`src/rtl/spi_pkg.sv`:
```
// Shared definitions for the SPI target: register map, STATUS/CTRL bit
// positions and the frame state type.
package spi_pkg;

   localparam logic [1:0] REG_DATA   = 2'd0;
   localparam logic [1:0] REG_CTRL   = 2'd1;
   localparam logic [1:0] REG_STATUS = 2'd2;
   localparam logic [1:0] REG_LEVEL  = 2'd3;

   localparam int ST_TX_FULL  = 0;
   localparam int ST_TX_EMPTY = 1;
   localparam int ST_RX_FULL  = 2;
   localparam int ST_RX_EMPTY = 3;
   localparam int ST_RX_OVF   = 4;
   localparam int ST_TX_UDR   = 5;

   localparam int CTRL_CPOL   = 0;
   localparam int CTRL_CPHA   = 1;
   localparam int CTRL_IRQ_EN = 2;

   typedef enum logic {
      IDLE   = 1'b0,
      ACTIVE = 1'b1
   } spi_tgt_state_t;

endpackage

```
`src/rtl/spi_target_sync_fifo.sv`:
```
// Single-clock FIFO with registered pop data: dout shows the popped entry
// from the cycle after the pop. A push into a full FIFO is accepted only
// when a pop happens in the same cycle.
module sync_fifo #(
   parameter int WIDTH = 8,
   parameter int DEPTH = 8
) (
   input  logic                     clk,
   input  logic                     rst,
   input  logic                     push,
   input  logic [WIDTH-1:0]         din,
   input  logic                     pop,
   output logic [WIDTH-1:0]         dout,
   output logic                     full,
   output logic                     empty,
   output logic [$clog2(DEPTH):0]   count
);

   localparam int AW = $clog2(DEPTH);

   logic [WIDTH-1:0] mem [DEPTH];
   logic [AW-1:0]    wr_ptr;
   logic [AW-1:0]    rd_ptr;
   logic             do_push;
   logic             do_pop;

   assign full    = (count == (AW+1)'(DEPTH));
   assign empty   = (count == (AW+1)'(0));
   assign do_pop  = pop & ~empty;
   assign do_push = push & (~full | do_pop);

   // storage array write
   always_ff @(posedge clk) begin
      if (do_push) begin
         mem[wr_ptr] <= din;
      end
   end

   // pointers, occupancy and registered read data
   always_ff @(posedge clk) begin
      if (rst) begin
         wr_ptr <= {AW{1'b0}};
         rd_ptr <= {AW{1'b0}};
         count  <= {(AW+1){1'b0}};
         dout   <= {WIDTH{1'b0}};
      end else begin
         if (do_push) begin
            wr_ptr <= wr_ptr + AW'(1);
         end
         if (do_pop) begin
            rd_ptr <= rd_ptr + AW'(1);
            dout   <= mem[rd_ptr];
         end
         case ({do_push, do_pop})
            2'b10:   count <= count + (AW+1)'(1);
            2'b01:   count <= count - (AW+1)'(1);
            default: count <= count;
         endcase
      end
   end

endmodule

```
`src/rtl/spi_target.sv`:
```
// SPI target endpoint: oversamples an external SPI master in the clk domain,
// moves bytes between the wire and RX/TX FIFOs, and exposes the FIFOs plus
// control/status to software through a Wishbone classic slave port.
module spi_target import spi_pkg::*; #(
   parameter int FIFO_DEPTH = 8
) (
   input  logic        clk,
   input  logic        rst,
   input  logic        sclk_i,
   input  logic        cs_n_i,
   input  logic        mosi_i,
   output logic        miso_o,
   output logic        miso_oe_o,
   input  logic        cyc_i,
   input  logic        stb_i,
   input  logic        we_i,
   input  logic [3:0]  adr_i,
   input  logic [31:0] dat_i,
   output logic [31:0] dat_o,
   output logic        ack_o,
   output logic        err_o,
   output logic        irq_o
);

   localparam int CW = $clog2(FIFO_DEPTH) + 1;

   logic [2:0] sclk_sync, cs_sync;
   logic [1:0] mosi_sync;
   logic sclk_rise, sclk_fall, cs_fall, cs_rise;
   logic lead_edge, trail_edge;
   spi_tgt_state_t state, next_state;
   logic start, in_frame, spi_sample, spi_shift, need_load;
   logic cpol_f, cpha_f, primed, load_pend, load_zero, load_drive, miso;
   logic [2:0] bit_cnt;
   logic [7:0] rx_shift, tx_shift, rx_din, load_byte;
   logic rx_push, rx_pop, rx_full, rx_empty, tx_push, tx_pop, tx_full, tx_empty;
   logic [7:0] rx_dout, tx_dout;
   logic [CW-1:0] rx_count, tx_count;
   logic ovf_set, udr_set, w1c_ovf, w1c_udr, req, rd_pending;
   logic [2:0] ctrl;
   logic rx_ovf, tx_udr;
   logic [31:0] dat_r, status, level;
   logic unused_bits;

   assign unused_bits = ^{adr_i[1:0], dat_i[31:8]};

   // two-flop synchronizers; the third sclk/cs flop only feeds edge detection
   always_ff @(posedge clk) begin
      if (rst) begin
         sclk_sync <= 3'b000;
         cs_sync   <= 3'b000;
         mosi_sync <= 2'b00;
      end else begin
         sclk_sync <= {sclk_sync[1:0], sclk_i};
         cs_sync   <= {cs_sync[1:0], cs_n_i};
         mosi_sync <= {mosi_sync[0], mosi_i};
      end
   end

   assign sclk_rise  = sclk_sync[1] & ~sclk_sync[2];
   assign sclk_fall  = ~sclk_sync[1] & sclk_sync[2];
   assign cs_fall    = ~cs_sync[1] & cs_sync[2];
   assign cs_rise    = cs_sync[1] & ~cs_sync[2];
   assign lead_edge  = cpol_f ? sclk_fall : sclk_rise;
   assign trail_edge = cpol_f ? sclk_rise : sclk_fall;

   // frame state register
   always_ff @(posedge clk) begin
      if (rst) begin
         state <= IDLE;
      end else begin
         state <= next_state;
      end
   end

   // frame state transitions: chip select alone opens and closes a frame
   always_comb begin
      next_state = state;
      case (state)
         IDLE:    if (cs_fall) next_state = ACTIVE; else next_state = IDLE;
         ACTIVE:  if (cs_rise) next_state = IDLE;   else next_state = ACTIVE;
         default: next_state = IDLE;
      endcase
   end

   assign start      = (state == IDLE) & cs_fall;
   assign in_frame   = (state == ACTIVE) & ~cs_rise;
   assign spi_sample = in_frame & (cpha_f ? trail_edge : lead_edge);
   assign spi_shift  = in_frame & (cpha_f ? lead_edge : trail_edge);
   // a new TX byte is fetched at frame start and on the first shift edge of
   // each later byte; a CPHA=1 byte fetched at frame start is "primed"
   assign need_load  = start | (spi_shift & (bit_cnt == 3'd0) & ~primed);
   assign tx_pop     = need_load & ~tx_empty;
   assign udr_set    = need_load & tx_empty;
   assign rx_din     = {rx_shift[6:0], mosi_sync[1]};
   assign rx_push    = spi_sample & (bit_cnt == 3'd7) & (~rx_full | rx_pop);
   assign ovf_set    = spi_sample & (bit_cnt == 3'd7) & rx_full & ~rx_pop;
   assign load_byte  = load_zero ? 8'h00 : tx_dout;
   assign miso_o     = miso;
   assign miso_oe_o  = (state == ACTIVE);

   // bit engine: mode capture, shift registers, bit counter and MISO drive;
   // FIFO pop data lands one cycle after the pop, hence the load_pend stage
   always_ff @(posedge clk) begin
      if (rst) begin
         cpol_f <= 1'b0; cpha_f <= 1'b0; primed <= 1'b0;
         load_pend <= 1'b0; load_zero <= 1'b0; load_drive <= 1'b0;
         bit_cnt <= 3'd0; rx_shift <= 8'h00; tx_shift <= 8'h00; miso <= 1'b0;
      end else begin
         load_pend  <= need_load;
         load_zero  <= tx_empty;
         load_drive <= start ? ~ctrl[CTRL_CPHA] : 1'b1;
         if (start) begin
            cpol_f  <= ctrl[CTRL_CPOL];
            cpha_f  <= ctrl[CTRL_CPHA];
            primed  <= ctrl[CTRL_CPHA];
            bit_cnt <= 3'd0;
         end else if (spi_sample) begin
            rx_shift <= rx_din;
            bit_cnt  <= bit_cnt + 3'd1;
         end
         if (load_pend) begin
            if (load_drive) begin
               miso     <= load_byte[7];
               tx_shift <= {load_byte[6:0], 1'b0};
            end else begin
               tx_shift <= load_byte;
            end
         end else if (spi_shift & ~need_load) begin
            miso     <= tx_shift[7];
            tx_shift <= {tx_shift[6:0], 1'b0};
            primed   <= 1'b0;
         end
      end
   end

   sync_fifo #(.WIDTH(8), .DEPTH(FIFO_DEPTH)) u_rx_fifo (
      .clk(clk), .rst(rst), .push(rx_push), .din(rx_din), .pop(rx_pop),
      .dout(rx_dout), .full(rx_full), .empty(rx_empty), .count(rx_count)
   );

   sync_fifo #(.WIDTH(8), .DEPTH(FIFO_DEPTH)) u_tx_fifo (
      .clk(clk), .rst(rst), .push(tx_push), .din(dat_i[7:0]), .pop(tx_pop),
      .dout(tx_dout), .full(tx_full), .empty(tx_empty), .count(tx_count)
   );

   // a request is taken only when no response is on the bus this cycle
   assign req     = cyc_i & stb_i & ~ack_o & ~err_o;
   assign tx_push = req & we_i & (adr_i[3:2] == REG_DATA) & ~tx_full;
   assign rx_pop  = req & ~we_i & (adr_i[3:2] == REG_DATA) & ~rx_empty;
   assign w1c_ovf = req & we_i & (adr_i[3:2] == REG_STATUS) & dat_i[ST_RX_OVF];
   assign w1c_udr = req & we_i & (adr_i[3:2] == REG_STATUS) & dat_i[ST_TX_UDR];
   assign status  = {26'd0, tx_udr, rx_ovf, rx_empty, rx_full, tx_empty, tx_full};
   assign level   = {16'd0, 8'(tx_count), 8'(rx_count)};
   // popped RX data arrives from the FIFO's registered output with the ack
   assign dat_o   = rd_pending ? {24'd0, rx_dout} : dat_r;

   // Wishbone decode, control register, sticky flags and interrupt
   always_ff @(posedge clk) begin
      if (rst) begin
         ack_o <= 1'b0; err_o <= 1'b0; dat_r <= 32'd0; rd_pending <= 1'b0;
         ctrl <= 3'd0; rx_ovf <= 1'b0; tx_udr <= 1'b0; irq_o <= 1'b0;
      end else begin
         ack_o      <= 1'b0;
         err_o      <= 1'b0;
         dat_r      <= 32'd0;
         rd_pending <= 1'b0;
         rx_ovf     <= ovf_set | (rx_ovf & ~w1c_ovf);
         tx_udr     <= udr_set | (tx_udr & ~w1c_udr);
         irq_o      <= ctrl[CTRL_IRQ_EN] & (~rx_empty | rx_ovf | tx_udr);
         if (req) begin
            case (adr_i[3:2])
               REG_DATA: begin
                  if (we_i) begin
                     ack_o <= ~tx_full;
                     err_o <= tx_full;
                  end else begin
                     ack_o      <= ~rx_empty;
                     err_o      <= rx_empty;
                     rd_pending <= ~rx_empty;
                  end
               end
               REG_CTRL: begin
                  ack_o <= 1'b1;
                  if (we_i) ctrl <= dat_i[2:0];
                  else      dat_r <= {29'd0, ctrl};
               end
               REG_STATUS: begin
                  ack_o <= 1'b1;
                  if (!we_i) dat_r <= status;
               end
               REG_LEVEL: begin
                  ack_o <= 1'b1;
                  if (!we_i) dat_r <= level;
               end
               default: ack_o <= 1'b1;
            endcase
         end
      end
   end

endmodule

```
`config.mk`:
```
export PLATFORM = sky130hd
export DESIGN_NAME = spi_target
export DESIGN_NICKNAME = d
export VERILOG_FILES = /design/src/rtl/spi_pkg.sv /design/src/rtl/spi_target_sync_fifo.sv /design/src/rtl/spi_target.sv
export SDC_FILE = /design/constraint.sdc
export NUM_CORES = 1
export LEC_CHECK = 0
export CAP_MARGIN = 40
export CELL_PAD_IN_SITES_DETAIL_PLACEMENT = 0
export CELL_PAD_IN_SITES_GLOBAL_PLACEMENT = 1
export CORE_MARGIN = 2
export CORE_UTILIZATION = 50
export CTS_CLUSTER_DIAMETER = 100
export DETAILED_ROUTE_END_ITERATION = 7
export MAX_ROUTING_LAYER = met4
export PLACE_DENSITY_LB_ADDON = 0.25
export RECOVER_POWER = 50
export SLEW_MARGIN = 20
export SYNTH_ARGS = -nofsm -noshare
export SYNTH_HDL_FRONTEND = slang
export SYNTH_SLANG_ARGS = --single-unit
```
`constraint.sdc`:
```
create_clock -name clk -period 5.4 [get_ports clk]
set_clock_uncertainty 0.2 [all_clocks]
set_input_delay 1.62 -clock clk [delete_from_list [all_inputs] [get_ports clk]]
set_output_delay 1.62 -clock clk [all_outputs]
set_load 0.01 [all_outputs]
```
## Word-level counts from Yosys, hierarchy flattened

Memory sizes are Yosys's and may differ from the RTL's. A register that Yosys moved wholly into a read port is not among the register bits.
Cells that the tools add are included.

| word-level totals | value |
|---|---|
| bits in registers | 95 |
| bits in writable memories | 128 |
| input bits | 44 |
| output and inout bits | 37 |
| word-level logic and storage cells | 163 |
| memories kept | 2 |

| operators by class | value |
|---|---|
| add/subtract/negate cells | 9 |
| eq/ne operators | 11 |
| muxes and demuxes | 32 |
| bitwise gates (word level) | 66 |
| reductions and logical operators | 15 |

Memory list:

| memory | depth | bits a word | rd ports | clocked after memory_dff | wr ports | line | text |
|---|---|---|---|---|---|---|---|
| u_rx_fifo.mem | 8 | 8 | 1 | 1 | 1 | spi_target_sync_fifo.sv:21 | `logic [WIDTH-1:0] mem [DEPTH];` |
| u_tx_fifo.mem | 8 | 8 | 1 | 1 | 1 | spi_target_sync_fifo.sv:21 |  |

Operators by type and width:

| cell | count |
|---|---|
| $and A1 B1 Y1 | 36 |
| $pmux W12 S3 | 1 |
| $mux W32 | 1 |
| $mux W8 | 4 |
| $not A1 Y1 | 22 |
| $mux W1 | 19 |
| $pmux W4 S2 | 2 |
| $add A3 B1 Y3 const B | 5 |
| $mux W12 | 1 |
| $add A4 B1 Y4 const B | 2 |
| $eq A2 B2 Y1 const B | 4 |
| $eq A4 B4 Y1 const B | 2 |
| $logic_not A4 Y1 | 2 |
| $or A1 B1 Y1 | 8 |
| $sub A4 B1 Y4 const B | 2 |
| $eq A2 B1 Y1 const B | 3 |
| $mux W6 | 1 |
| $reduce_bool A2 Y1 | 3 |
| $reduce_or A3 Y1 | 2 |
| $pmux W1 S2 | 2 |
| $reduce_and A2 Y1 | 2 |
| $reduce_or A2 Y1 | 2 |
| $reduce_or A4 Y1 | 1 |
| $eq A3 B3 Y1 const B | 1 |
| 5 further kinds | 5 |

## Depth between registers and ports, before layout

Gate-level depths: netlist (run 1).

| depth | value |
|---|---|
| depth in word-level cells | 14 |
| depth in mapped cells | 14 |
| mapped depth without buffers | 13 |

## By module

A second synthesis (run 1) with hierarchy kept.

| second synthesis, totals | value |
|---|---|
| cell total of the unflattened synthesis | 694 |
| area total of the unflattened synthesis | 9270.1 um2 |

By module, submodules not included:

| module | instances | cells each | area each (um2) | sequential area each (um2) |
|---|---|---|---|---|
| sync_fifo (u_tx_fifo) | 1 | 201 | 3364.5 | 2282.2 |
| sync_fifo (u_rx_fifo) | 1 | 203 | 3357.0 | 2282.2 |
| spi_target | 1 | 290 | 2548.7 | 1061.0 |

## Worst setup path before layout (run 1)

OpenSTA, ideal clock, no wires.

| timing path | value |
|---|---|
| kind | input to register |
| start point | in we_i |
| end point | reg u_rx_fifo.count[3] |
| setup time | 121 ps |
| data arrival time | 3959 ps |
| required time | 5079 ps |
| slack | 1120 ps |
| cell stages on the path | 11 |
| buffers on the path | 1 |
| cell sequence | clkbuf_1 -> nor3_1 -> a21o_1 -> and4_1 -> inv_2 -> ha_1 -> ha_1 -> a21o_1 -> a21oi_1 -> mux2i_1 -> mux2_2 |

| between the ends | value |
|---|---|
| cells in the longest elaborated chain, start to end | 9 |
| elaborated cells on any way between the ends | 13 |
| those cells by class | eq/ne (2); mux (1); bitwise (9); reduce/logical (1) |

Ends and longest elaborated chain:

| element | line | text |
|---|---|---|
| from (decl) | spi_target.sv:16 | `input logic we_i,` |
| $not A1 Y1 (*) | spi_target.sv:150 | `assign rx_pop = req & ~we_i & (adr_i[3:2] == REG_DATA) & ~rx_empty;` |
| $and A1 B1 Y1 (*) (3 in a row) | spi_target.sv:150 |  |
| $or A1 B1 Y1 or $and A1 B1 Y1 (tied branches) | spi_target.sv:96, spi_target_sync_fifo.sv:29 |  |
| $and A1 B1 Y1 or $or A1 B1 Y1 (tied branches) | spi_target.sv:96, spi_target_sync_fifo.sv:30 |  |
| $and A1 B1 Y1 | spi_target_sync_fifo.sv:30 | `assign do_push = push & (~full \| do_pop);` |
| $eq A2 B1 Y1 or $eq A2 B2 Y1 (tied branches) | spi_target_sync_fifo.sv:54 | `case ({do_push, do_pop})` |
| $pmux W4 S2 or $reduce_bool A2 Y1 (tied branches) | n/a |  |
| to (signal assigned) | spi_target_sync_fifo.sv:55 | `2'b10: count <= count + (AW+1)'(1);` |
| to (signal assigned) | spi_target_sync_fifo.sv:56 | `2'b01: count <= count - (AW+1)'(1);` |
| to (signal assigned) | spi_target_sync_fifo.sv:57 | `default: count <= count;` |
| to (decl) | spi_target_sync_fifo.sv:16 | `output logic [$clog2(DEPTH):0] count` |

Every way passes the cells marked *; elsewhere a longest branch is shown, timed or not.
A chain may end at the register's enable or synchronous reset.

## Worst setup path after layout (run 1)

| timing path | value |
|---|---|
| start point | in stb_i |
| end point | reg u_rx_fifo.count[3] |

| between the ends | value |
|---|---|
| cells in the longest elaborated chain, start to end | 11 |
| elaborated cells on any way between the ends | 15 |
| those cells by class | eq/ne (2); mux (1); bitwise (11); reduce/logical (1) |

Ends and longest elaborated chain:

| element | line | text |
|---|---|---|
| from (decl) | spi_target.sv:15 | `input logic stb_i,` |
| $and A1 B1 Y1 (*) (3 in a row) | spi_target.sv:148 | `assign req = cyc_i & stb_i & ~ack_o & ~err_o;` |
| $and A1 B1 Y1 (*) (3 in a row) | spi_target.sv:150 |  |
| $or A1 B1 Y1 or $and A1 B1 Y1 (tied branches) | spi_target.sv:96, spi_target_sync_fifo.sv:29 |  |
| $and A1 B1 Y1 or $or A1 B1 Y1 (tied branches) | spi_target.sv:96, spi_target_sync_fifo.sv:30 |  |
| $and A1 B1 Y1 | spi_target_sync_fifo.sv:30 |  |
| $eq A2 B1 Y1 or $eq A2 B2 Y1 (tied branches) | spi_target_sync_fifo.sv:54 |  |
| $pmux W4 S2 or $reduce_bool A2 Y1 (tied branches) | n/a |  |

Marks and branches as above.

==> results of run 1 <==
[cell usage in the layout (no fill, tap or decap), drive strengths merged, types with 20 or more instances in the layout]
| cell type | netlist | final |
|---|---|---|
| edfxtp | 128 | 128 |
| buf | 36 | 25 |
| conb | 1 | 20 |
| mux4 | 32 | 32 |
| o21ai | 20 | 20 |
| mux2 | 20 | 20 |
| nand2 | 23 | 23 |
| a21oi | 30 | 30 |
| nand3 | 20 | 20 |
| clkbuf | 22 | 28 |
| clkdlybuf4s50 | 0 | 25 |
| dfxtp | 89 | 89 |
| nor2 | 63 | 63 |
| mux2i | 36 | 36 |
| nor2b | 30 | 30 |
[registers in the layout, indices dropped and copies added, names as in the netlist, 2 cells and up]
register / cells
cs_sync: 3
u_tx_fifo.rd_ptr: 3
tx_shift: 8
ctrl: 3
u_rx_fifo.dout: 8
u_tx_fifo.mem: 64
u_rx_fifo.wr_ptr: 3
sclk_sync: 3
dat_r: 10
u_rx_fifo.mem: 64
bit_cnt: 3
u_tx_fifo.dout: 8
u_tx_fifo.count: 4
u_rx_fifo.rd_ptr: 3
u_rx_fifo.count: 4
rx_shift: 7
u_tx_fifo.wr_ptr: 3
mosi_sync: 2
[cell families after synthesis]
kind of cell / Yosys count / share of synthesized area
xor gates and xnor gates: 10 / 0.0104
and+or+nand+nor: 206 / 0.118
adders and majority gates: 14 / 0.0199
muxes: 88 / 0.146
buffers and inverters: 73 / 0.0398
other: 1 / 0.000408
DFF: 217 / 0.613
AOI/OAI and AO/OA: 80 / 0.0534
[path summary, 6_finish.rpt]
kind              cells past startpoint                    start                               to
setup / recovery                     12                    stb_i  u_rx_fifo.count[3]$_SDFFE_PP0P_
hold / removal                        1  mosi_sync[0]$_SDFF_PP0_          mosi_sync[1]$_SDFF_PP0_
setup reg to reg                     11      cpha_f$_SDFFE_PP0P_  u_tx_fifo.count[2]$_SDFFE_PP0P_
hold reg to reg                       1  mosi_sync[0]$_SDFF_PP0_          mosi_sync[1]$_SDFF_PP0_
[per-stage QoR]
step                       util  setup WS [ns]  total power [W]
after floorplan               -           1.12          0.00184
after global placement    0.543          0.508          0.00186
after detailed placement  0.543          0.501          0.00187
after CTS                 0.590           1.01          0.00355
after global routing      0.588          0.800          0.00362
final                     0.588           1.01          0.00351
[per-layer routing]
metal / share of wire / vias up
met1: 0.45 / 2643
met3: 0.039 / 24
li1: - / 2617
met2: 0.49 / 106
met5: 0 / -
met4: 0.016 / 0
[layout make-up]
class | instances | area (µm²)
fill | 1412 | 7400
tap | 229 | 287
sequential | 217 | 5630
multi-input combinational | 418 | 3220
clock buffer | 27 | 633
inverter | 15 | 56.3
clock inverter | 17 | 198
timing repair buffer | 59 | 542
[power by group]
group          switching (W)  internal [W]  total [W]  leakage (nW)
Combinational      0.0000474     0.0000273  0.0000747          1.34
Sequential        0.00000733       0.00175    0.00176          1.88
Clock               0.000641       0.00104    0.00168         0.404
Total               0.000696       0.00281    0.00351          3.62
==> impl_metrics.env, run 1 <==
export IMPL_setup_violations_final=0
export IMPL_grt_pass1_wl_um=28500
export IMPL_reg2reg_slack_ns=1.55
export IMPL_grt_overflow_total=0
export IMPL_final_antenna_net_count=0
export IMPL_end_kind="register"
export IMPL_die_area_mm2=0.0195
export IMPL_drt_pass1_iter_count=4
export IMPL_layout_drive_gt1_share=0.151
export IMPL_path_clk_slew_ns=0.06
export IMPL_period_share=0.814
export IMPL_fp_row_count=49
export IMPL_synth_most_common_cell="edfxtp_1"
export IMPL_crit_type="input pin to register"
export IMPL_synth_edf_count=128
export IMPL_synth_top_area_share=0.419
export IMPL_first_iter_violations=357
export IMPL_cts_num_sinks=217
export IMPL_drv_cap=0
export IMPL_syn_area_mm2=0.00918
export IMPL_timing_hold_ws_ns=0.239
export IMPL_netlist_top_cells_count="edfxtp_1, dfxtp_1, nor2_1, mux2i_1, mux4_2"
export IMPL_synthTopCellsByArea="edfxtp_1, dfxtp_1, mux4_2"
export IMPL_layout_nets=793
export IMPL_holdBufCountCts=0
export IMPL_ys_flop_type="edfxtp_1"
export IMPL_grt_pass1_vias=5372
export IMPL_place_area_mm2=0.00976
export IMPL_post_cts_resized=0
export IMPL_arrival_ns=4.59
export IMPL_drv_slew=0
export IMPL_port_buffers=34
export IMPL_routed_wl_um=17400
export IMPL_hold_viol=0
export IMPL_area_delta_synth_final_pct=15.0
export IMPL_hold_class="register to register"
export IMPL_n_antenna_cell=0
export IMPL_grt_start_max_net_pins=79
export IMPL_fin_area_mm2=0.0106
export IMPL_core_area_mm2=0.0180
export IMPL_grt_busiest_layer="met2"
export IMPL_grt_usage=0.186
export IMPL_leakagePower_nw=3.62
export IMPL_dp_cells=937
export IMPL_route_detailed_drc=0
export IMPL_synth_top_area_cell="edfxtp_1"
export IMPL_synth_area_per_cell_um2=13.3
export IMPL_slowest_stage="clkdlybuf4s50_1"
export IMPL_min_period_ns=4.39
export IMPL_routabilityCongestion=0.772
export IMPL_max_stage_delay_ns=0.47
export IMPL_initial_core_util=0.511
export IMPL_ys_seq_area_frac=0.613
export IMPL_cts_tree="done"
export IMPL_status="complete, no violations"
export IMPL_synth_distinct_cells=55
export IMPL_finalSetupTns_ns=0
export IMPL_worst_slew_pin_transition_ns=0.888
export IMPL_power_per_cell_area_mw_per_mm2=332
export IMPL_yosysWarnings=0
export IMPL_synthCells=689
export IMPL_timing_fmax_mhz=228
export IMPL_cts_root_buf="clkbuf_16"
export IMPL_path_buf_inv=3
export IMPL_crit_chain="clkdlybuf4s50_1 -> nor4bb_1 -> buf_4 -> a21o_1 -> and4_1 -> inv_2 -> ha_1 -> ha_1 -> a21o_1 -> a21oi_1 -> mux2i_1 -> mux2_2"
export IMPL_cp_max_fo=9
export IMPL_crit_required_ns=5.60
export IMPL_grtUsageMet2=0.310
export IMPL_viasPerCell=5.49
export IMPL_clock_latency_ns=0.51
export IMPL_ys_seq_elements=217
export IMPL_cp_top_family="buffers and inverters"
export IMPL_io_pins=81
export IMPL_met1_usage=0.246
export IMPL_maxSlewHeadroom=0.391
export IMPL_h_tree_depth=1
export IMPL_start_kind="input pin"
export IMPL_rsz0062_at_grt="no"
export IMPL_vias=5390
export IMPL_clk_path_buf_depth=3
export IMPL_synthArstFlopShare=0
export IMPL_die_h_um=140
export IMPL_fin_cells=982
export IMPL_use_met3=0.0251
export IMPL_cts_made_buffers=24
export IMPL_postCtsSetupRepairBufs=0
export IMPL_dp_hpwl_um=11700
export IMPL_die_w_um=140
export IMPL_peakVddDrop_uv=242
export IMPL_avgRoutedWirePerCell_um=17.7
export IMPL_antenna_found_initial=1
(Power assumes the default switching activity.)
==> run 2, diff against run 1 <==
- CORE_UTILIZATION: 50 -> 47
- clock period: 5.4 -> 4.05 ns (I/O delays scaled with it)
==> impl_metrics.env, run 2 (same netlist as run 1, synthesis figures left out) <==
export IMPL_status="finished with violations"
export IMPL_violations="max-capacitance violations, max-slew violations"
export IMPL_post_cts_resized=0
export IMPL_critPathLaunch="stb_i"
export IMPL_grt_start_max_net_pins=79
export IMPL_die_w_um=144
export IMPL_arrival_ns=3.96
export IMPL_avgRoutedWirePerCell_um=17.4
export IMPL_drv_cap=1
export IMPL_antenna_found_initial=0
export IMPL_finalSetupTns_ns=0
export IMPL_r2r_start="u_tx_fifo.count[0]$_SDFFE_PP0P_"
export IMPL_crit_chain="clkdlybuf4s50_1 -> nor4bb_1 -> buf_4 -> a21o_1 -> and4_1 -> inv_2 -> ha_1 -> ha_1 -> a21o_1 -> a21oi_1 -> mux2i_1 -> mux2_2"
export IMPL_fillers=1574
export IMPL_setup_violations_final=0
export IMPL_drv_slew=79
export IMPL_fp_row_count=51
export IMPL_path_buf_inv=3
export IMPL_cp_endpoint="u_rx_fifo.count[3]$_SDFFE_PP0P_"
export IMPL_dp_hpwl_um=12200
export IMPL_hold_viol=0
export IMPL_maxSlewHeadroom=-0.0495
export IMPL_cp_top_family="buffers and inverters"
export IMPL_cts_made_buffers=24
export IMPL_reg2reg_slack_ns=0.84
export IMPL_port_buffers=34
export IMPL_rsz0062_at_grt="no"
export IMPL_routed_wl_um=18000
export IMPL_power_per_cell_area_mw_per_mm2=434
export IMPL_min_period_ns=3.78
export IMPL_reg_top3="u_rx_fifo.mem: 64 flops, u_tx_fifo.mem: 64 flops, dat_r: 10 flops"
export IMPL_routabilityCongestion=0.841
export IMPL_h_tree_depth=1
export IMPL_n_antenna_cell=0
export IMPL_final_cell_mix="edfxtp_1, dfxtp_1, nor2_1"
export IMPL_crit_type="input pin to register"
export IMPL_path_clk_slew_ns=0.05
export IMPL_final_antenna_net_count=0
export IMPL_die_h_um=144
export IMPL_layout_drive_gt1_share=0.175
export IMPL_core_area_mm2=0.0193
export IMPL_cts_tree="done"
export IMPL_clk_path_buf_depth=3
export IMPL_reg2reg_depth=12
export IMPL_hold_class="register to register"
export IMPL_cts_root_buf="clkbuf_16"
export IMPL_timing_hold_ws_ns=0.237
export IMPL_preCtsSetupSlack_ns=-0.215
export IMPL_grt_usage=0.186
export IMPL_grt_overflow_total=0
export IMPL_holdBufCountCts=0
export IMPL_route_detailed_drc=0
export IMPL_max_stage_delay_ns=0.48
export IMPL_end_kind="register"
export IMPL_drt_pass1_iter_count=5
export IMPL_area_delta_synth_final_pct=16.9
export IMPL_die_area_mm2=0.0207
export IMPL_rr_endpoint="u_tx_fifo.count[2]$_SDFFE_PP0P_"
export IMPL_cp_max_fo=2
export IMPL_io_pins=81
export IMPL_mostFrequentLayoutCell="edfxtp_1"
export IMPL_grt_pass1_wl_um=29500
export IMPL_period_share=0.932
export IMPL_grt_pass1_vias=5521
export IMPL_initial_core_util=0.475
export IMPL_viasPerCell=5.31
export IMPL_first_iter_violations=346
export IMPL_start_kind="input pin"
export IMPL_fin_util=0.555
export IMPL_peakVddDrop_uv=360
export IMPL_timing_fmax_mhz=265
export IMPL_vias=5495
export IMPL_setup_ws_ns=0.274
export IMPL_slowest_stage="clkdlybuf4s50_1"
export IMPL_clock_latency_ns=0.50
export IMPL_layout_nets=810
export IMPL_crit_required_ns=4.24
export IMPL_worst_slew_pin_transition_ns=1.57
export IMPL_postCtsSetupRepairBufs=0
export IMPL_leakagePower_nw=3.70
export IMPL_cp_depth=12
export IMPL_cts_num_sinks=217
## run 2: cell count changes in the layout (fill, tap and decap cells not counted), moves of 2 or more
cell      previous run  this run
clkbuf_1             3         5
clkbuf_8             0         2
buf_4               23        39
clkinv_1             4         0
## run 2: cell type report
class,count,area [µm²],area share
Clock buffer,31,668,0.0623
Multi-Input combinational cell,418,3230,0.301
Inverter,15,56.3,0.00525
Clock inverter,13,159,0.0148
Sequential cell,217,5630,0.524
Timing Repair Buffer,76,658,0.0613
Tap cell,265,332,0.0309
## run 2: routing by layer
layer  share of wire  global-route usage  up-vias
met1            0.46               0.253     2694
met5               0                   -        -
met3           0.040              0.0287       33
met4           0.021              0.0470        0
met2            0.47               0.296      130
li1                -                   -     2638
## run 2: through the flow
stage	cells	instance area, µm²	power [W]
CTS	1033	10800	0.00471
floorplan	708	9260	0.00246
detailed placement	989	9930	0.00249
global route	1035	10700	0.00483
global placement	989	9930	0.00249
finish	1035	10700	0.00466
## run 2: worst min-delay path by stage
stage / to / depth (start not counted) / from
4_1_cts: sclk_sync[1]$_SDFF_PP0_ / 1 / sclk_sync[0]$_SDFF_PP0_
6_report: mosi_sync[1]$_SDFF_PP0_ / 1 / mosi_sync[0]$_SDFF_PP0_
5_1_grt: sclk_sync[1]$_SDFF_PP0_ / 1 / sclk_sync[0]$_SDFF_PP0_
2_1_floorplan: cs_sync[1]$_SDFF_PP0_ / 1 / cs_sync[0]$_SDFF_PP0_
3_3_place_gp: mosi_sync[1]$_SDFF_PP0_ / 1 / mosi_sync[0]$_SDFF_PP0_
3_5_place_dp: sclk_sync[1]$_SDFF_PP0_ / 1 / sclk_sync[0]$_SDFF_PP0_
## run 2: report_power, final
part	internal (W)	switching [W]	leakage [nW]	total, W
clock	0.00137	0.000853	0.404	0.00222
combinational	0.0000378	0.0000653	1.42	0.000103
sequential	0.00233	0.00000973	1.87	0.00234
==> run 3, diff against run 2 <==
- CORE_MARGIN: 2 -> 4
==> impl_metrics.env, run 3 (same netlist as run 1, synthesis figures left out) <==
export IMPL_grt_overflow_total=0
export IMPL_initial_core_util=0.484
export IMPL_n_antenna_cell=0
export IMPL_path_clk_slew_ns=0.06
export IMPL_reg_top3="u_rx_fifo.mem: 64 flops, u_tx_fifo.mem: 64 flops, dat_r: 10 flops"
export IMPL_slowest_stage="clkdlybuf4s50_1"
export IMPL_area_delta_synth_final_pct=15.7
export IMPL_maxSlewHeadroom=0.0559
export IMPL_grt_pass1_wl_um=29000
export IMPL_layout_drive_gt1_share=0.167
export IMPL_die_w_um=148
export IMPL_io_pins=81
export IMPL_drt_pass1_iter_count=4
export IMPL_fin_cells=1028
export IMPL_timing_fmax_mhz=267
export IMPL_status="complete, no violations"
export IMPL_vias=5483
export IMPL_cts_root_buf="clkbuf_16"
export IMPL_end_kind="register"
export IMPL_antenna_found_initial=0
export IMPL_place_area_mm2=0.00995
export IMPL_critPathLaunch="stb_i"
export IMPL_crit_chain="clkdlybuf4s50_1 -> nor4bb_1 -> buf_4 -> a21o_1 -> and4_1 -> inv_2 -> ha_1 -> ha_1 -> a21o_1 -> a21oi_1 -> mux2i_1 -> mux2_2"
export IMPL_drv_cap=0
export IMPL_fin_util=0.561
export IMPL_dp_cells=986
export IMPL_fp_row_count=50
export IMPL_rsz0062_at_grt="no"
export IMPL_route_detailed_drc=0
export IMPL_layout_nets=810
export IMPL_timing_hold_ws_ns=0.234
export IMPL_start_kind="input pin"
export IMPL_viasPerCell=5.33
export IMPL_dp_hpwl_um=12200
export IMPL_hold_viol=0
export IMPL_cts_tree="done"
export IMPL_setup_violations_final=0
export IMPL_die_h_um=148
export IMPL_first_iter_violations=362
export IMPL_postCtsSetupRepairBufs=0
export IMPL_dr_wl_met3_um=702
export IMPL_post_cts_resized=0
export IMPL_r2r_start="u_tx_fifo.count[0]$_SDFFE_PP0P_"
export IMPL_holdBufCountCts=0
export IMPL_grt_start_max_net_pins=71
export IMPL_cts_made_buffers=23
export IMPL_wl_met2_um=8620
export IMPL_core_area_mm2=0.0190
export IMPL_drt_met1_wl_um=8370
export IMPL_max_stage_delay_ns=0.47
export IMPL_h_tree_depth=1
export IMPL_grt_usage=0.168
export IMPL_port_buffers=34
export IMPL_arrival_ns=3.92
export IMPL_worst_slew_pin_transition_ns=1.42
export IMPL_cts_num_sinks=217
export IMPL_final_cell_mix="edfxtp_1, dfxtp_1, nor2_1"
export IMPL_worstHoldStart="mosi_sync[0]$_SDFF_PP0_"
export IMPL_drv_slew=0
export IMPL_avgRoutedWirePerCell_um=17.5
export IMPL_crit_type="input pin to register"
export IMPL_power_per_cell_area_mw_per_mm2=416
export IMPL_clk_path_buf_depth=3
export IMPL_period_share=0.924
export IMPL_die_area_mm2=0.0218
export IMPL_cp_max_fo=2
export IMPL_fillers=1548
export IMPL_multi_input_area_mm2=0.00323
export IMPL_final_antenna_net_count=0
export IMPL_leakagePower_nw=3.63
export IMPL_crit_required_ns=4.23
export IMPL_mostFrequentLayoutCell="edfxtp_1"
export IMPL_routabilityCongestion=0.824
export IMPL_peakVddDrop_uv=418
export IMPL_hold_class="register to register"
export IMPL_top_layer_used="met4"
export IMPL_fin_area_mm2=0.0106
export IMPL_min_period_ns=3.74
export IMPL_total_power_w=0.00442
export IMPL_routed_wl_um=17900
export IMPL_register_area_mm2=0.00563
export IMPL_clock_latency_ns=0.49
export IMPL_grt_pass1_vias=5395
==> run 3: cell type report <==
class                           instances  area share
Multi-Input combinational cell        418       0.304
Sequential cell                       217       0.529
Tap cell                              260      0.0306
Clock buffer                           26      0.0552
Clock inverter                         15      0.0121
Inverter                               15     0.00530
Timing Repair Buffer                   77      0.0637
==> run 3: worst paths after layout <==
path	end	slack, ns	depth (start not counted)
max	u_rx_fifo.count[3]$_SDFFE_PP0P_	0.31	12
min	mosi_sync[1]$_SDFF_PP0_	0.23	1
max reg2reg	u_tx_fifo.count[2]$_SDFFE_PP0P_	0.87	12
min reg2reg	mosi_sync[1]$_SDFF_PP0_	0.23	1
==> run 3: layer usage <==
layer / GRT usage / vias up
met5: - / -
met4: 0.0368 / 0
met3: 0.0261 / 24
met2: 0.266 / 101
met1: 0.234 / 2716
li1: - / 2642
==> run 3: stage by stage <==
stage / setup WS [ns] / setup TNS, ns
floorplan: 0.175 / 0
global placement: -0.168 / -0.168
detailed placement: -0.165 / -0.165
CTS: 0.336 / 0
global route: 0.124 / 0
finish: 0.309 / 0
==> run 3: power by group <==
part | switching (W) | internal (W) | total, W
Combinational | 0.0000650 | 0.0000377 | 0.000103
Sequential | 0.00000965 | 0.00233 | 0.00234
Clock | 0.000809 | 0.00117 | 0.00197
==> run 3: critical path, delay by kind of cell <==
kind,cells,cell delay [ns]
multiplexers,2,0.55
adder cells (fa/ha/maj),2,0.47
buffers and inverters,3,0.69
AO/OA/AOI/OAI,3,0.47
AND/OR/NAND/NOR,2,0.52
==> RTL edit, RTL diff (config.mk and constraints of run 3) <==
Put one more register stage on the output `err_o`, with the module's reset. The value now appears one clock later. The other outputs are not delayed to match.
--- a/src/rtl/spi_target.sv
+++ b/src/rtl/spi_target.sv
@@ -24,4 +24,6 @@
 
    localparam int CW = $clog2(FIFO_DEPTH) + 1;
+
+   logic err_s0;
 
    logic [2:0] sclk_sync, cs_sync;
@@ -146,5 +148,5 @@
 
    // a request is taken only when no response is on the bus this cycle
-   assign req     = cyc_i & stb_i & ~ack_o & ~err_o;
+   assign req     = cyc_i & stb_i & ~ack_o & ~err_s0;
    assign tx_push = req & we_i & (adr_i[3:2] == REG_DATA) & ~tx_full;
    assign rx_pop  = req & ~we_i & (adr_i[3:2] == REG_DATA) & ~rx_empty;
@@ -159,9 +161,9 @@
    always_ff @(posedge clk) begin
       if (rst) begin
-         ack_o <= 1'b0; err_o <= 1'b0; dat_r <= 32'd0; rd_pending <= 1'b0;
+         ack_o <= 1'b0; err_s0 <= 1'b0; dat_r <= 32'd0; rd_pending <= 1'b0;
          ctrl <= 3'd0; rx_ovf <= 1'b0; tx_udr <= 1'b0; irq_o <= 1'b0;
       end else begin
          ack_o      <= 1'b0;
-         err_o      <= 1'b0;
+         err_s0     <= 1'b0;
          dat_r      <= 32'd0;
          rd_pending <= 1'b0;
@@ -174,8 +176,8 @@
                   if (we_i) begin
                      ack_o <= ~tx_full;
-                     err_o <= tx_full;
+                     err_s0 <= tx_full;
                   end else begin
                      ack_o      <= ~rx_empty;
-                     err_o      <= rx_empty;
+                     err_s0     <= rx_empty;
                      rd_pending <= ~rx_empty;
                   end
@@ -200,4 +202,12 @@
    end
 
+   always_ff @(posedge clk) begin
+      if (rst) begin
+         err_o <= '0;
+      end else begin
+         err_o <= err_s0;
+      end
+   end
+
 endmodule
 
Formal check against the unedited RTL: not equivalent (Yosys sat finds a counterexample within 4 cycles, from zero or initial values and one cycle with rst high).
==> RTL edit against run 3 <==
Die area grew 0.13%; power shrank 0.40%; cell area rose by 0.44%; first-iteration DRC count is 18% higher; synthesized area increased by 0.14%; worst setup slack worse by 0.0069 ns; routed wire length increased by 2.3%; sequential cell count up 1; worst hold slack lost 0.00087 ns; largest cell class unchanged.
==> RTL edit: results (changes against run 3) <==
* Run status: completed
* Seq/Total Area, Yosys at 61.4% (+0.13 points)
* First-pass iteration count of the detailed router at 5 (+1)
* Routed via count at 5521 (+0.69%)
* Synth cell types at 59 (+7.3%)
* Largest net degree at the start of global routing at 44 (-38%)
* Pre-CTS WS at -0.248 ns (-0.0827 ns)
* Mapped Cells at 695 (+0.87%)
* # fillers at 1561 (+0.84%)
* Top Registers: u_rx_fifo.mem (64), u_tx_fifo.mem (64), dat_r (10)
* Post-CTS Setup Bufs at 0 (unchanged)
* Leak at 3.78 nW (+4.0%)
* Ant. Diodes at 0 (unchanged)
* Sw Pwr at 0.878 mW (-0.58%)
* Max clock buf depth at 3 (unchanged)
* Hold Startpoint: mosi_sync[0]
* Commonest cells in the netlist: edfxtp_1, dfxtp_1, nand2_1
* DP Cell Count at 993 (+0.71%)
* Ranking of synthesized cells by area: edfxtp_1, dfxtp_1, mux4_2
* Worst vdd ir at 0.000289 V (-31%)
* Clk root buf: clkbuf_16
* Vias in the first global route at 5585 (+3.5%)
* HPWL Detailed at 12.7 mm (+3.9%)
* Post-Route WL at 18.4 mm (+2.3%)
* Endpoint of the worst hold path: mosi_sync[1]
* Final worst setup slack at 0.303 ns (-0.00690 ns)
* Max incr delay on CP at 0.47 ns (about the same)
* WHS Path Cells at 1 (unchanged)
* Reg2Reg Setup Slack at 0.73 ns (-0.14 ns)
* IO Port Bufs at 34 (unchanged)
* Slowest stage cell, crit path: clkdlybuf4s50_1
* Starting DRT DRC Count at 427 (+18%)
* First-pass GRT wire length at 30.0 mm (+3.7%)
* Final Wtd Congestion at 0.810 (-1.6%)
* Worst reg2reg endpoint: u_tx_fifo.count[2]
* Asr flop ratio synth at 0% (unchanged)
* Slew HR at 3.25% (-2.3 points)
* Nets at 817 (+0.86%)
* Hold Slack at 0.233 ns (-0.000866 ns)
* Finished Layout Cells at 1036 (+0.78%)
* Post-cts repair resize count at 0 (unchanged)
* GRT Util Overall at 17.7% (+0.87 points)
* Clock Latency Late Sink at 0.51 ns (+0.02 ns)
* Hold Crit Class: flop to flop
* Share of layout cells above drive strength 1 at 17.4% (+0.73 points)
## RTL edit: cell count changes in the layout (fill, tap and decap cells not counted), moves of 7 or more
cell | before | now
nor2_1 | 63 | 44
o22ai_1 | 0 | 7
nor2b_1 | 30 | 21
nand2_1 | 23 | 49
inv_1 | 12 | 22
nand2b_1 | 14 | 7
mux2i_1 | 35 | 48
a211oi_1 | 11 | 0
o21ai_0 | 20 | 29
## RTL edit: per-layer routing
layer / global-route usage, % / vias up / wire [um]
met3: 2.61 / 24 / 921
li1: - / 2637 / -
met4: 3.37 / 0 / 272
met1: 25.1 / 2730 / 8580
met5: - / - / 0
met2: 27.7 / 130 / 8580
## RTL edit: final cells by class
| class | instances | area share [%] |
|---|---|---|
| clock buffers | 36 | 6.32 |
| clock inverters | 6 | 0.352 |
| inverters | 25 | 0.926 |
| multi-input cells | 413 | 30.0 |
| flip-flops and latches | 218 | 52.9 |
| well taps | 260 | 3.05 |
| repair buffers | 78 | 6.42 |
## RTL edit: logic make-up (layout without fill, tap and decap cells)
kind of cell             count (synthesis)  after routing  synth area share (%)
AND/OR/NAND/NOR                        188            188                  10.5
AO/OA/AOI/OAI                           83             83                  5.33
multiplexers                            98             98                  15.2
other                                    1             20                0.0408
XOR/XNOR                                10             10                  1.03
adder cells (fa/ha/maj)                 14             14                  1.99
flip-flops                             218            218                  61.4
buffers and inverters                   83            145                  4.53
## RTL edit: worst max-delay path by stage
| stage | startpoint | endpoint | cells after the start |
|---|---|---|---|
| 2_1_floorplan | we_i | u_rx_fifo.count[3] | 11 |
| 3_3_place_gp | stb_i | u_rx_fifo.count[3] | 12 |
| 3_5_place_dp | stb_i | u_rx_fifo.count[3] | 12 |
| 4_1_cts | stb_i | u_rx_fifo.count[3] | 12 |
| 5_1_grt | stb_i | u_rx_fifo.count[3] | 12 |
| 6_report | stb_i | u_rx_fifo.count[3] | 12 |
## RTL edit: power by group through the flow
| stage | registers, mW | logic [mW] | clock network, mW |
|---|---|---|---|
| finish | 2.35 | 0.104 | 1.95 |
| global route | 2.35 | 0.115 | 2.08 |
| CTS | 2.35 | 0.105 | 1.99 |
| detailed placement | 2.40 | 0.105 | 0 |
| global placement | 2.40 | 0.102 | 0 |
| floorplan | 2.39 | 0.0738 | 0 |
## RTL edit: through the flow
step	utilization (%)	total power [mW]	instance area, sq um
2_1_floorplan	-	2.47	9270
3_3_place_gp	52.3	2.50	9920
3_5_place_dp	52.5	2.50	9960
4_1_cts	56.3	4.44	10700
5_1_grt	56.3	4.55	10700
6_report	56.3	4.40	10700
## RTL edit: worst max-delay path: cells and delay by family
family / cells / cell delay [ns]
buffers and inverters: 3 / 0.69
and+or+nand+nor: 2 / 0.57
adders and majority gates: 2 / 0.45
AOI/OAI and AO/OA: 3 / 0.47
muxes: 2 / 0.55
